--- config.mk ---
export PLATFORM = sky130hd
export DESIGN_NAME = serial_comparator
export DESIGN_NICKNAME = d
export VERILOG_FILES = /design/src/rtl/comparator_pkg.sv /design/src/rtl/cmp_digit.sv /design/src/rtl/serial_comparator.sv
export SDC_FILE = /design/constraint.sdc
export NUM_CORES = 1
export LEC_CHECK = 0
export ABC_AREA = 1
export CAP_MARGIN = 20
export CORE_MARGIN = 1
export CORE_UTILIZATION = 40
export CTS_BUF_LIST = sky130_fd_sc_hd__clkbuf_16
export DETAILED_ROUTE_END_ITERATION = 12
export DONT_BUFFER_PORTS = 1
export SLEW_MARGIN = 5
export SYNTH_ARGS = -nofsm -noshare
export SYNTH_HDL_FRONTEND = slang
export SYNTH_SLANG_ARGS = --single-unit
--- constraint.sdc ---
create_clock -name clk -period 3.65 [get_ports clk]
set_clock_uncertainty 0.05 [all_clocks]
set_input_delay 0.73 -clock clk [delete_from_list [all_inputs] [get_ports clk]]
set_output_delay 0.73 -clock clk [all_outputs]
set_load 0.03 [all_outputs]
--- src/rtl/comparator_pkg.sv ---
// -----------------------------------------------------------------------------
// comparator_pkg
// Shared definitions for the serial digit-by-digit comparator:
//   state_e          - controller states (IDLE, RUN, DONE)
//   digit_cnt_width  - width of the "digits examined" counter for given N, D
// -----------------------------------------------------------------------------
package comparator_pkg;

    typedef enum logic [1:0] {
        IDLE = 2'd0,
        RUN  = 2'd1,
        DONE = 2'd2
    } state_e;

    // Enough bits to hold the values 0 .. N/D inclusive.
    function automatic int digit_cnt_width(input int n, input int d);
        return $clog2(n / d) + 1;
    endfunction

endpackage

--- src/rtl/cmp_digit.sv ---
// -----------------------------------------------------------------------------
// cmp_digit
// Combinational unsigned compare of one W-bit digit.
// Ports:
//   a, b  in  W  digits to compare
//   gt    out 1  a > b
//   lt    out 1  a < b
//   eq    out 1  a == b
// -----------------------------------------------------------------------------
module cmp_digit #(
    parameter int W = 2
) (
    input  logic [W-1:0] a,
    input  logic [W-1:0] b,
    output logic         gt,
    output logic         lt,
    output logic         eq
);

    assign gt = (a > b);
    assign lt = (a < b);
    assign eq = (a == b);

endmodule

--- src/rtl/serial_comparator.sv ---
// -----------------------------------------------------------------------------
// serial_comparator
// Compares two N-bit operands one D-bit digit per cycle, most significant
// digit first, stopping at the first differing digit. Signed compares are
// done by flipping both MSBs (offset binary) so the same unsigned digit
// compare yields the two's-complement result.
// Ports:
//   clk          in  1        clock, rising edge
//   rst          in  1        synchronous active-high reset
//   start        in  1        request; accepted when ready=1
//   ready        out 1        idle, able to accept start
//   a, b         in  N        operands, sampled on accept
//   signed_mode  in  1        1 = two's complement, 0 = unsigned
//   done         out 1        one-cycle pulse, result valid
//   gt, lt, eq   out 1 each   A>B, A<B, A==B (held until next result)
//   digits       out CW       digits examined by the last operation
// -----------------------------------------------------------------------------
module serial_comparator
    import comparator_pkg::*;
#(
    parameter  int N  = 8,
    parameter  int D  = 2,
    localparam int CW = digit_cnt_width(N, D)
) (
    input  logic          clk,
    input  logic          rst,
    input  logic          start,
    output logic          ready,
    input  logic [N-1:0]  a,
    input  logic [N-1:0]  b,
    input  logic          signed_mode,
    output logic          done,
    output logic          gt,
    output logic          lt,
    output logic          eq,
    output logic [CW-1:0] digits
);

    localparam int NDIG = N / D;

    state_e        state_q, state_d;
    logic [N-1:0]  a_sh_q, a_sh_d;
    logic [N-1:0]  b_sh_q, b_sh_d;
    logic [CW-1:0] idx_q, idx_d;       // digits already found equal
    logic          gt_q, gt_d;
    logic          lt_q, lt_d;
    logic          eq_q, eq_d;
    logic [CW-1:0] digits_q, digits_d;

    logic          accept;
    logic          dig_gt, dig_lt, dig_eq;
    logic [N-1:0]  msb_flip;

    assign accept   = (state_q == IDLE) && start;
    assign msb_flip = N'(signed_mode) << (N - 1);

    // The single digit comparator always looks at the top digit of the
    // shift registers; shifting left brings the next digit into place.
    cmp_digit #(.W(D)) u_cmp_digit (
        .a  (a_sh_q[N-1 -: D]),
        .b  (b_sh_q[N-1 -: D]),
        .gt (dig_gt),
        .lt (dig_lt),
        .eq (dig_eq)
    );

    // ---------------------------------------------------------------------
    // State / result registers
    // ---------------------------------------------------------------------
    // NOTE: sequential blocks use non-blocking assignments only, so every
    // flop samples the values computed before this edge.
    always_ff @(posedge clk) begin
        if (rst) begin
            state_q  <= IDLE;
            idx_q    <= '0;
            gt_q     <= 1'b0;
            lt_q     <= 1'b0;
            eq_q     <= 1'b0;
            digits_q <= '0;
        end else begin
            state_q  <= state_d;
            idx_q    <= idx_d;
            gt_q     <= gt_d;
            lt_q     <= lt_d;
            eq_q     <= eq_d;
            digits_q <= digits_d;
        end
    end

    // NOTE: the operand shift registers have no reset; they are always
    // loaded on accept before the controller ever reads them.
    always_ff @(posedge clk) begin
        a_sh_q <= a_sh_d;
        b_sh_q <= b_sh_d;
    end

    // ---------------------------------------------------------------------
    // Next-state and datapath logic
    // ---------------------------------------------------------------------
    always_comb begin
        // NOTE: every signal gets a hold default first so no path through
        // this block can infer a latch.
        state_d  = state_q;
        a_sh_d   = a_sh_q;
        b_sh_d   = b_sh_q;
        idx_d    = idx_q;
        gt_d     = gt_q;
        lt_d     = lt_q;
        eq_d     = eq_q;
        digits_d = digits_q;

        unique case (state_q)
            IDLE: begin
                if (accept) begin
                    a_sh_d  = a ^ msb_flip;
                    b_sh_d  = b ^ msb_flip;
                    idx_d   = '0;
                    state_d = RUN;
                end
            end

            RUN: begin
                if (!dig_eq) begin
                    // First differing digit decides the result.
                    gt_d     = dig_gt;
                    lt_d     = dig_lt;
                    eq_d     = 1'b0;
                    digits_d = idx_q + CW'(1);
                    state_d  = DONE;
                end else if (idx_q == CW'(NDIG - 1)) begin
                    gt_d     = 1'b0;
                    lt_d     = 1'b0;
                    eq_d     = 1'b1;
                    digits_d = CW'(NDIG);
                    state_d  = DONE;
                end else begin
                    a_sh_d = a_sh_q << D;
                    b_sh_d = b_sh_q << D;
                    idx_d  = idx_q + CW'(1);
                end
            end

            DONE: begin
                state_d = IDLE;
            end

            default: begin
                state_d = IDLE;
            end
        endcase
    end

    // ---------------------------------------------------------------------
    // Outputs
    // ---------------------------------------------------------------------
    always_comb begin
        ready  = (state_q == IDLE);
        done   = (state_q == DONE);
        gt     = gt_q;
        lt     = lt_q;
        eq     = eq_q;
        digits = digits_q;
    end

endmodule

==> impl_metrics.yaml, run 1 <==
status:
  status: "finished clean"
clocking:
  clk_latency_ns: 0.26
  clkTransAtPathRegs_ns: 0.06
  ctsResizeCount: 0
  clockBufferDepth: 2
  cts_setup_buffers: 0
  cts-buffers-inserted: 3
  cts-root-buf: "clkbuf_16"
  htreeDepth: 1
  cts_tree: "done"
  cts.sinks: 27
  hold_buffers: 0
detailed_routing:
  wl_per_cell_um: 11.37
  routed_via_density: 4.896
  wl_um: 1853
  firstDrtPassIters: 4
  drc: 0
  vias: 798
  drtIter0Drc: 18
  ant_nets: 0
grt:
  grt_pass1_vias: 719
  grt_util_all_layers: 0.1227
  overflow: 0
  grt_start_max_net_pins: 24
  grt_pass1_wl_um: 2946
  grt_antenna_before_repair: 0
sta:
  relSlewSlack: 0.5584
  fin_setup_tns_ns: 0
  hold_viol_final: 0
  finalSetupViolCount: 0
  worst_slack_ns: 1.576
  period_minus_slack_ns: 2.074
  finalMaxSlewViolations: 0
  grt_setup_unrepaired: "no"
  finalCritPeriodShare: 0.5681
  max_slew.worst_pin.slew_ns: 0.6608
  fmax_mhz: 482.2
power_and_ir_drop:
  peakVddDrop_mv: 0.3157
  power_per_cell_area_nw_per_um2: 574.8
  power.leakage_nw: 0.5581
setup_path:
  cp-end-kind: "flop"
  crit_path_frequent_cell: "nand2_1"
  cp-start-kind: "flop"
  max_stage_delay_ns: 0.55
  critPathSlowestCell: "nand2_1"
  crit_type: "reg -> reg"
  crit_path_max_fanout: 17
  arrival_ns: 1.92
  crit_required_ns: 3.50
  crit_chain: "ha_1, nand2_1, nor2_1, nand2_1, nand2_1"
finish:
  syn_to_final_growth_pct: 7.815
  final_net_count: 157
  mostFrequentLayoutCell: "nand2_1"
  insertedDiodeCount: 0
  drive_gt1_frac: 0.04545
  layout_common_cells: "48 x nand2_1, 16 x inv_1, 16 x edfxtp_1"
synth:
  synth_area_sq_um: 1185
  ys_top_cells_by_area: "edfxtp_1 41%, dfxtp_1 19%, nand2_1 15%"
  synth_seq_area_share: 0.5913
  syn_inst: 132
  yosys_warnings: 0
  synth_top_area_cell: "edfxtp_1"
  synth_nets: 156
  ys_ff_latch: 27
  syn_avg_cell_area_sq_um: 8.976
  synth_cell_type_count: 16
  synth_top_cell_area_share: 0.4055
die:
  rows: 19
  core_sq_um: 2781
  dieArea_sq_um: 3184
  initial_core_util: 0.4260
  die_w_um: 56.43
  die_h_um: 56.43
  io_pins: 28
worst_hold_path:
  hp-class: "reg -> reg"
placement:
  io_buffers: 0
  dpl_worst_slack_ns: 1.549
  dp_hpwl_um: 1327
  gp_congestion: 0.8774
run:
  cap_viol_max_count: 0
## power breakdown
part	switching, mW	internal [mW]	leakage, nW
registers	0.0258	0.367	0.245
logic	0.0673	0.0276	0.271
clock network	0.0994	0.147	0.0423
total	0.193	0.542	0.558
## metrics by stage
stage	area (sq um)	cells	hold WS, ns	total power, mW	utilization
6_report	1277	163	0.4169	0.7343	0.4593
5_1_grt	1277	163	0.4644	0.7658	0.4593
4_1_cts	1277	163	0.4222	0.7429	0.4593
3_5_place_dp	1199	159	0.4146	0.4975	0.4309
3_3_place_gp	1199	159	0.4031	0.4929	0.4309
2_1_floorplan	1185	132	0.3811	0.4808	-
## layout make-up
cell class,count,area [sq um]
multi-input combinational,85,399.1
inverter,16,60.06
clock buffer,3,75.07
fill,270,1504
tap,31,38.79
clock inverter,1,3.754
sequential,27,700.7
## cells by family (layout without fill, tap and decap cells)
| family | count (synthesis) | count (layout) | share of synthesized area |
|---|---|---|---|
| AND/OR/NAND/NOR | 64 | 64 | 0.2133 |
| buffers and inverters | 20 | 20 | 0.07180 |
| AO/OA/AOI/OAI | 15 | 15 | 0.06653 |
| XOR/XNOR | 2 | 2 | 0.01479 |
| flip-flops | 27 | 27 | 0.5913 |
| adder cells (fa/ha/maj) | 4 | 4 | 0.04224 |
## registers in the layout, summed over array words and instances, names as in the netlist
name     count
lt           1
gt           1
eq           1
b_sh_q       8
a_sh_q       8
digits       3
idx_q        3
state_q      2
## synthesized netlist by cell type
cell type,count
buf_6,1
o21ai_0,4
xnor2_1,2
nor2_1,11
a21oi_1,10
clkbuf_1,1
buf_2,2
edfxtp_1,16
inv_2,1
o21ai_2,1
inv_1,15
nand3_1,4
dfxtp_1,11
ha_1,4
nand2_1,48
nor2_4,1
## critical path, delay by kind of cell, from the launching register on
| kind | cells | cell delay (ns) |
|---|---|---|
| AND/OR/NAND/NOR | 4 | 0.99 |
| flip-flops | 1 | 0.37 |
| adder cells (fa/ha/maj) | 1 | 0.30 |
## worst paths after layout
| check | start | to | slack [ns] | cells past startpoint |
|---|---|---|---|---|
| min | idx_q[0]$_SDFFE_PP0P_ | idx_q[0]$_SDFFE_PP0P_ | 0.42 | 1 |
| max reg2reg | a_sh_q[7]$_DFFE_PP_ | a_sh_q[4]$_DFFE_PP_ | 1.58 | 5 |
| max | a_sh_q[7]$_DFFE_PP_ | a_sh_q[4]$_DFFE_PP_ | 1.58 | 5 |
| min reg2reg | idx_q[0]$_SDFFE_PP0P_ | idx_q[0]$_SDFFE_PP0P_ | 0.42 | 1 |
## routing by layer
metal	up-vias	track usage	part of all wire
met3	4	0.02535	0.043
met4	0	0.08362	0.019
met1	358	0.1471	0.46
li1	416	-	-
met2	20	0.1966	0.48
met5	-	0	0
Note: power is estimated with default switching activity, not from simulation.
==> run 2: changes to the inputs <==
==> constraint.sdc (replaced) <==
create_clock -name clk -period 2 [get_ports clk]
set_clock_uncertainty 0.05 [all_clocks]
set_input_delay 0.4 -clock clk [delete_from_list [all_inputs] [get_ports clk]]
set_output_delay 0.4 -clock clk [all_outputs]
set_load 0.03 [all_outputs]
==> run 2 against run 1 <==
Effect of this change:
- routed wire length is 5.8% higher
- combinational power up 110%
- critical path depth rose by 1
- hold slack lost 0.27 ns
- sequential share of layout area decreased by 1.5 points
- first-iteration DRC count down 33%
- global-route usage is 1.5 points higher
- cell count up 1.8%
- register-to-register slack got worse by 1.3 ns
- via count grew 1.5%
- critical path type unchanged
- critical endpoint is now a_sh_q[2]$_DFFE_PP_
- largest power group unchanged
==> impl_metrics.yaml, run 2 (synthesized netlist as in run 1, its figures left out) <==
sta:
  finalSetupViolCount: 0
  relSlewSlack: 0.6384
  fmax_mhz: 576.8
  finalCritPeriodShare: 0.8669
  fin_setup_tns_ns: 0
  finalMaxSlewViolations: 0
  hold_viol_final: 0
  max_slew.worst_pin.slew_ns: 0.5403
  period_minus_slack_ns: 1.734
  grt_setup_unrepaired: "no"
placement:
  io_buffers: 0
  dp_cells: 162
  dp_hpwl_um: 1434
  gp_congestion: 0.7499
detailed_routing:
  drtIter0Drc: 12
  vias: 810
  wl_per_cell_um: 11.81
  ant_nets: 0
  routed_via_density: 4.880
  drc: 0
  wl_um: 1961
  firstDrtPassIters: 4
power_and_ir_drop:
  power_per_cell_area_nw_per_um2: 1041
  peakVddDrop_mv: 0.5901
  power.leakage_nw: 0.5756
worst_hold_path:
  hp-class: "in -> reg"
setup_path:
  cp-start-kind: "flop"
  cp-end-kind: "flop"
  arrival_ns: 1.66
  max_stage_delay_ns: 0.37
  crit_type: "reg -> reg"
  crit_required_ns: 1.92
  crit_path_max_fanout: 17
  crit_path_frequent_cell: "nand2_1"
  critPathSlowestCell: "edfxtp_1"
  crit_chain: "ha_1, nand2_1, nor2_1, nand2_1, nand2_1, buf_12"
clocking:
  cts.sinks: 27
  clkTransAtPathRegs_ns: 0.07
  clockBufferDepth: 2
  cts_setup_buffers: 0
  hold_buffers: 0
  ctsResizeCount: 0
  cts-root-buf: "clkbuf_16"
  clk_latency_ns: 0.26
  cts_tree: "done"
  htreeDepth: 1
  cts-buffers-inserted: 3
die:
  die_h_um: 56.43
  core_sq_um: 2781
  rows: 19
  initial_core_util: 0.4260
  die_w_um: 56.43
  io_pins: 28
  dieArea_sq_um: 3184
finish:
  mostFrequentLayoutCell: "nand2_1"
  drive_gt1_frac: 0.07407
  final_net_count: 160
  reg_top3: "a_sh_q (8), b_sh_q (8)"
  fin_cells: 166
  layout_common_cells: "48 x nand2_1, 16 x edfxtp_1, 15 x inv_1"
  syn_to_final_growth_pct: 10.88
  insertedDiodeCount: 0
  final.fill_count: 279
grt:
  grt_pass1_vias: 787
  overflow: 0
  grt_antenna_before_repair: 0
  grt_pass1_wl_um: 3325
  grt_start_max_net_pins: 18
  grt_util_all_layers: 0.1382
run:
  cap_viol_max_count: 0
status:
  status: "finished clean"
==> run 2: metal layers <==
metal	share of wire	up-vias	global-route usage
met5	0	-	0
met4	0.014	0	0.05226
li1	-	422	-
met1	0.45	365	0.1644
met3	0.048	3	0.04147
met2	0.49	20	0.2336
==> run 2: power by group <==
| group | internal [mW] | switching [mW] |
|---|---|---|
| Sequential | 0.670 | 0.0479 |
| Clock | 0.270 | 0.185 |
| Combinational | 0.0688 | 0.127 |
| Total | 1.01 | 0.360 |
==> run 2: critical path: cells and delay by family, from the launching register on <==
kind,cells,cell delay (ns)
adder cells (fa/ha/maj),1,0.31
buffers and inverters,1,0.16
flip-flops,1,0.37
AND/OR/NAND/NOR,4,0.56
==> run 2: final cells by class <==
type	instances	area, sq um	share of cell area
timing repair buffer	3	35.03	0.02667
sequential	27	700.7	0.5333
clock inverter	1	5.005	0.003810
clock buffer	3	75.07	0.05714
inverter	16	60.06	0.04571
tap	31	38.79	0.02952
multi-input combinational	85	399.1	0.3038
==> run 2: final timing paths <==
| path | startpoint | endpoint | slack [ns] | cells after the start |
|---|---|---|---|---|
| max | a_sh_q[7]$_DFFE_PP_ | a_sh_q[2]$_DFFE_PP_ | 0.27 | 6 |
| min | rst | lt$_SDFFE_PP0P_ | 0.14 | 1 |
| max reg2reg | a_sh_q[7]$_DFFE_PP_ | a_sh_q[2]$_DFFE_PP_ | 0.27 | 6 |
| min reg2reg | idx_q[0]$_SDFFE_PP0P_ | idx_q[0]$_SDFFE_PP0P_ | 0.44 | 1 |
==> run 2: metrics by stage <==
step           setup slack [ns]  total power [mW]    util  hold slack, ns  instance area [sq um]
2_1_floorplan            0.1729            0.8775       -          0.3811                   1185
3_3_place_gp             0.3135            0.9201  0.4435          0.4052                   1234
3_5_place_dp             0.2575            0.9308  0.4435          0.4219                   1234
4_1_cts                  0.2604             1.384  0.4723          0.1435                   1314
5_1_grt                  0.1141             1.436  0.4723          0.1434                   1314
6_report                 0.2663             1.368  0.4723          0.1440                   1314
